--- src/rtl/arith_pkg.sv ---
// rtl/arith_pkg.sv - shared arithmetic types and sizing helpers
package arith_pkg;

  typedef enum logic [1:0] {
    IDLE = 2'd0,
    BUSY = 2'd1,
    DONE = 2'd2
  } mul_state_t;

  // Step counter only has to reach width-1, so $clog2(width) bits are enough.
  function automatic int cnt_width(input int width);
    return (width < 2) ? 1 : $clog2(width);
  endfunction

endpackage

--- src/rtl/mul_step.sv ---
// rtl/mul_step.sv - one shift-add multiply step: conditional add of mcand, then right shift
module mul_step #(
  parameter int WIDTH = 16
) (
  input  logic [2*WIDTH-1:0] prod_i,
  input  logic [WIDTH-1:0]   mcand_i,
  output logic [2*WIDTH-1:0] prod_o
);

  logic [WIDTH:0] sum;

  always_comb begin
    sum = {1'b0, prod_i[2*WIDTH-1:WIDTH]};
    if (prod_i[0]) begin
      sum = sum + {1'b0, mcand_i};
    end
  end

  // Carry lands in the top bit; the consumed multiplier bit drops off the bottom.
  assign prod_o = {sum, prod_i[WIDTH-1:1]};

endmodule

--- src/rtl/seq_multiplier.sv ---
// rtl/seq_multiplier.sv - sequential unsigned shift-add multiplier, one partial product per clock
module seq_multiplier
  import arith_pkg::*;
#(
  parameter int WIDTH = 16
) (
  input  logic                 clk,
  input  logic                 rst,
  input  logic                 in_valid,
  output logic                 in_ready,
  input  logic [WIDTH-1:0]     A,
  input  logic [WIDTH-1:0]     B,
  output logic                 out_valid,
  input  logic                 out_ready,
  output logic [2*WIDTH-1:0]   Res,
  output logic                 busy
);

  localparam int CW = cnt_width(WIDTH);

  mul_state_t           state_q;
  logic [CW-1:0]        cnt_q;
  logic [WIDTH-1:0]     mcand_q;
  logic [2*WIDTH-1:0]   prod_q;
  logic [2*WIDTH-1:0]   prod_d;
  logic [2*WIDTH-1:0]   res_q;

  mul_step #(.WIDTH(WIDTH)) u_step (
    .prod_i  (prod_q),
    .mcand_i (mcand_q),
    .prod_o  (prod_d)
  );

  always_ff @(posedge clk or posedge rst) begin
    if (rst) begin
      state_q <= IDLE;
      cnt_q   <= '0;
      mcand_q <= '0;
      prod_q  <= '0;
      res_q   <= '0;
    end else begin
      case (state_q)
        IDLE: begin
          if (in_valid) begin
            mcand_q <= A;
            prod_q  <= {{WIDTH{1'b0}}, B};
            cnt_q   <= '0;
            state_q <= BUSY;
          end
        end
        BUSY: begin
          prod_q <= prod_d;
          if (cnt_q == CW'(WIDTH - 1)) begin
            cnt_q   <= '0;
            res_q   <= prod_d;
            state_q <= DONE;
          end else begin
            cnt_q <= cnt_q + CW'(1);
          end
        end
        DONE: begin
          if (out_ready) begin
            state_q <= IDLE;
          end
        end
        default: state_q <= IDLE;
      endcase
    end
  end

  assign in_ready  = (state_q == IDLE);
  assign out_valid = (state_q == DONE);
  assign busy      = (state_q == BUSY);
  assign Res       = res_q;

endmodule

--- config.mk ---
export PLATFORM = sky130hd
export DESIGN_NAME = seq_multiplier
export DESIGN_NICKNAME = d
export VERILOG_FILES = /design/src/rtl/arith_pkg.sv /design/src/rtl/mul_step.sv /design/src/rtl/seq_multiplier.sv
export SDC_FILE = /design/constraint.sdc
export NUM_CORES = 1
export LEC_CHECK = 0
export ABC_AREA = 1
export CORE_UTILIZATION = 60
export CTS_BUF_LIST = sky130_fd_sc_hd__clkbuf_4
export DETAILED_ROUTE_END_ITERATION = 8
export PLACE_DENSITY = 0.92
export SLEW_MARGIN = 20
export SYNTH_ARGS = -nofsm -noshare
export SYNTH_HDL_FRONTEND = slang
export SYNTH_SLANG_ARGS = --single-unit
export TNS_END_PERCENT = 10
--- constraint.sdc ---
create_clock -name clk -period 7 [get_ports clk]
set_input_delay 1.4 -clock clk [delete_from_list [all_inputs] [get_ports clk]]
set_output_delay 1.4 -clock clk [all_outputs]
set_load 0.005 [all_outputs]
==> impl_metrics.ini <==
[yosys]
syn_inst = 538
syn-mean-instance-area_sq_um = 8.461
synthDistinctLibCells = 39
synth-edff-count = 0
synth_fa_ha_area_share_pct = 5.113
synth_top_cells_by_area = dfrtp_1 47%, nand2_1 13%, inv_1 5.5%
synth_most_common_cell = nand2_1
yosys.area_share.simple_pct = 24.00
synth-seq-cells = 86
async_flop_share_pct = 100.0
synth.largest_area_cell = dfrtp_1
synthMuxAreaShare_pct = 3.958
synth_compound_area_share_pct = 10.34
yosysSeqAreaShare_pct = 47.28
syn_nets = 592
yosys_warnings = 0
synthesis.area_sq_um = 4552
synth_top_family_by_area = simple AND/OR/NAND/NOR gates
yosys-top-cells-count = 163 x nand2_1, 86 x dfrtp_1, 67 x inv_1
ys.flop_type = dfrtp_1
synth_top_area_share_pct = 47.28
synth-xor-area-share_pct = 0.7697

[power_and_ir_drop]
ir_worst_vdd_mv = 0.2885
p_leak_nw = 2.700
power_density_nw_per_um2 = 513.9

[finish]
drive_gt1_share_pct = 9.736
multi_input_area_sq_um = 2011
final_nets = 655
fin_util_pct = 73.88
area_growth_pct = 18.36
antenna_cells = 0
final_cell_count_no_fill = 705
regArea_sq_um = 2152
nFillCells = 561

[floorplanning]
initial_core_util_pct = 62.42
die_h_microns = 89.10
ios = 71
die_w_microns = 89.10
core_area_sq_um = 7292
fp.dieArea_sq_um = 7939
rows = 31

[setup_path]
cp.arrival_ns = 2.13
crit_path_top_delay_cell = clkdlybuf4s50_1
endpoint_kind = output pin
crit_chain = inv_2 > nor2_8 > clkdlybuf4s50_1
cp-start-kind = flip-flop
cp.required_ns = 5.60
max_stage_delay_ns = 0.63
crit_fanout = 45
worstReg2RegStart = state_q[0]
crit_type = flip-flop to output pin
path_delay_family = buffers and inverters
worst-path-buf-inv = 2
crit_start = state_q[0]

[sta]
tightest_slew_ns = 1.011
tns_ns = 0
rsz0062_at_grt = false
finalHoldViolations = 0
fin_ws_ns = 3.474
fmax_mhz = 283.6
finClkSkew_ns = 0.01470
finalSetupViolations = 0
slew_viol_final = 0
worst_hold_slack_ns = 0.4937
slew_headroom_pct = 32.63
min_period_ns = 3.526
finalCritPeriodShare_pct = 50.38

[clocking]
clk_latency_ns = 0.43
htreeDepth = 3
cts_buffers = 9
postCtsHoldBufs = 0
cts_setup_buffers = 0
cts.sinks = 86
cts_tree = done
cts_buffer_depth = 2
ctsResizeCount = 0
cts_root_buf = clkbuf_4
clkTransAtPathRegs_ns = 0.14

[placement]
port_buffers = 70
hpwlAfterDp_mm = 7.113
gp_congestion = 0.8923
pre_cts_ws_ns = 3.796
place_inst = 689

[route]
wirelength_mm = 10.16
drt_iter0_markers = 249
vias = 3838
ant_nets = 0
drt_first_pass_iters = 5
drc = 0
routedWlPerCell_microns = 14.41
via_per_inst = 5.444

[min_path]
hold_class = flip-flop to flip-flop
min_from = Res[26]

[grt]
antenna_found_initial = 0
track_usage_pct = 27.27
grt_pass1_wl_mm = 16.52
grt_pass1_vias = 3711
gr-total-overflow = 0
grt_start_max_net_pins = 87

[flow_run]
drv_cap = 0

[outcome]
outcome = complete, no violations
## path summary, 6_finish.rpt
path | endpoint | slack, ns | cells after the start
worst min-delay path | Res[26] | 0.49 | 2
worst max-delay path | busy | 3.47 | 3
min in group asynchronous | Res[12] | 1.45 | 3
max in group asynchronous | mcand_q[7] | 4.98 | 3
worst min register to register | Res[26] | 0.49 | 2
worst max register to register | Res[19] | 4.50 | 7
## metal layers
layer	up-vias	part of all wire (%)	GRT usage [%]	routed length (microns)
met4	0	1.9	9.957	193
met3	18	5.2	4.986	528
met2	122	49	46.84	4941
met1	1828	44	34.58	4497
met5	-	0	0	0
li1	1870	-	-	-
## where the power goes
group / total (mW) / switching [mW] / internal, mW
registers: 0.896 / 0.160 / 0.736
logic: 1.62 / 0.931 / 0.687
clock network: 0.255 / 0.176 / 0.0791
total: 2.77 / 1.27 / 1.50
## cell type report
cell class | instances | share of cell area (%)
clock buffers | 10 | 1.393
clock inverters | 6 | 0.8128
inverters | 71 | 5.016
multi-input cells | 362 | 37.32
flip-flops and latches | 86 | 39.94
well taps | 99 | 2.299
repair buffers | 71 | 13.21
## kinds of logic (layout without fill, tap and decap cells)
family	count (synthesis)	count (layout)
flip-flops	86	86
multiplexers	16	16
XOR/XNOR	4	4
AND/OR/NAND/NOR	252	252
AO/OA/AOI/OAI	72	72
adder cells (fa/ha/maj)	18	18
buffers and inverters	90	158
## layout by cell type, fill, tap and decap left out, types with 5 or more instances in the layout
master,netlist,final
o22ai_1,5,5
a21oi_1,6,6
ha_1,17,17
or2_2,9,9
clkbuf_4,0,10
dfrtp_1,86,86
clkdlybuf4s50_1,0,70
nand2_1,163,163
o21ai_1,26,26
o21ai_0,15,15
nor2_1,16,16
mux2_2,16,16
inv_1,67,66
o211ai_1,6,6
nor3_1,12,12
a221oi_2,6,6
nand3_1,42,42
## stage by stage
| step | area, sq um | total power [mW] |
|---|---|---|
| 6_report | 5388 | 2.769 |
| 5_1_grt | 5388 | 3.020 |
| 4_1_cts | 5384 | 2.765 |
| 2_1_floorplan | 4552 | 2.034 |
| 3_3_place_gp | 5265 | 2.425 |
| 3_5_place_dp | 5265 | 2.504 |
## flip-flops by register name, indices dropped and copies added (netlist names)
signal   flops
Res         32
cnt_q        4
mcand_q     16
prod_q      32
state_q      2
## worst register-to-register path: stages (launching register included)
cell and delay (ns):
dfrtp_1 0.44, inv_2 0.08, nor2_8 0.53, inv_4 0.18
nor2_4 0.36, inv_2 0.44, nand2_1 0.23, o21ai_1 0.09
Power figures use the tool's default switching activity.
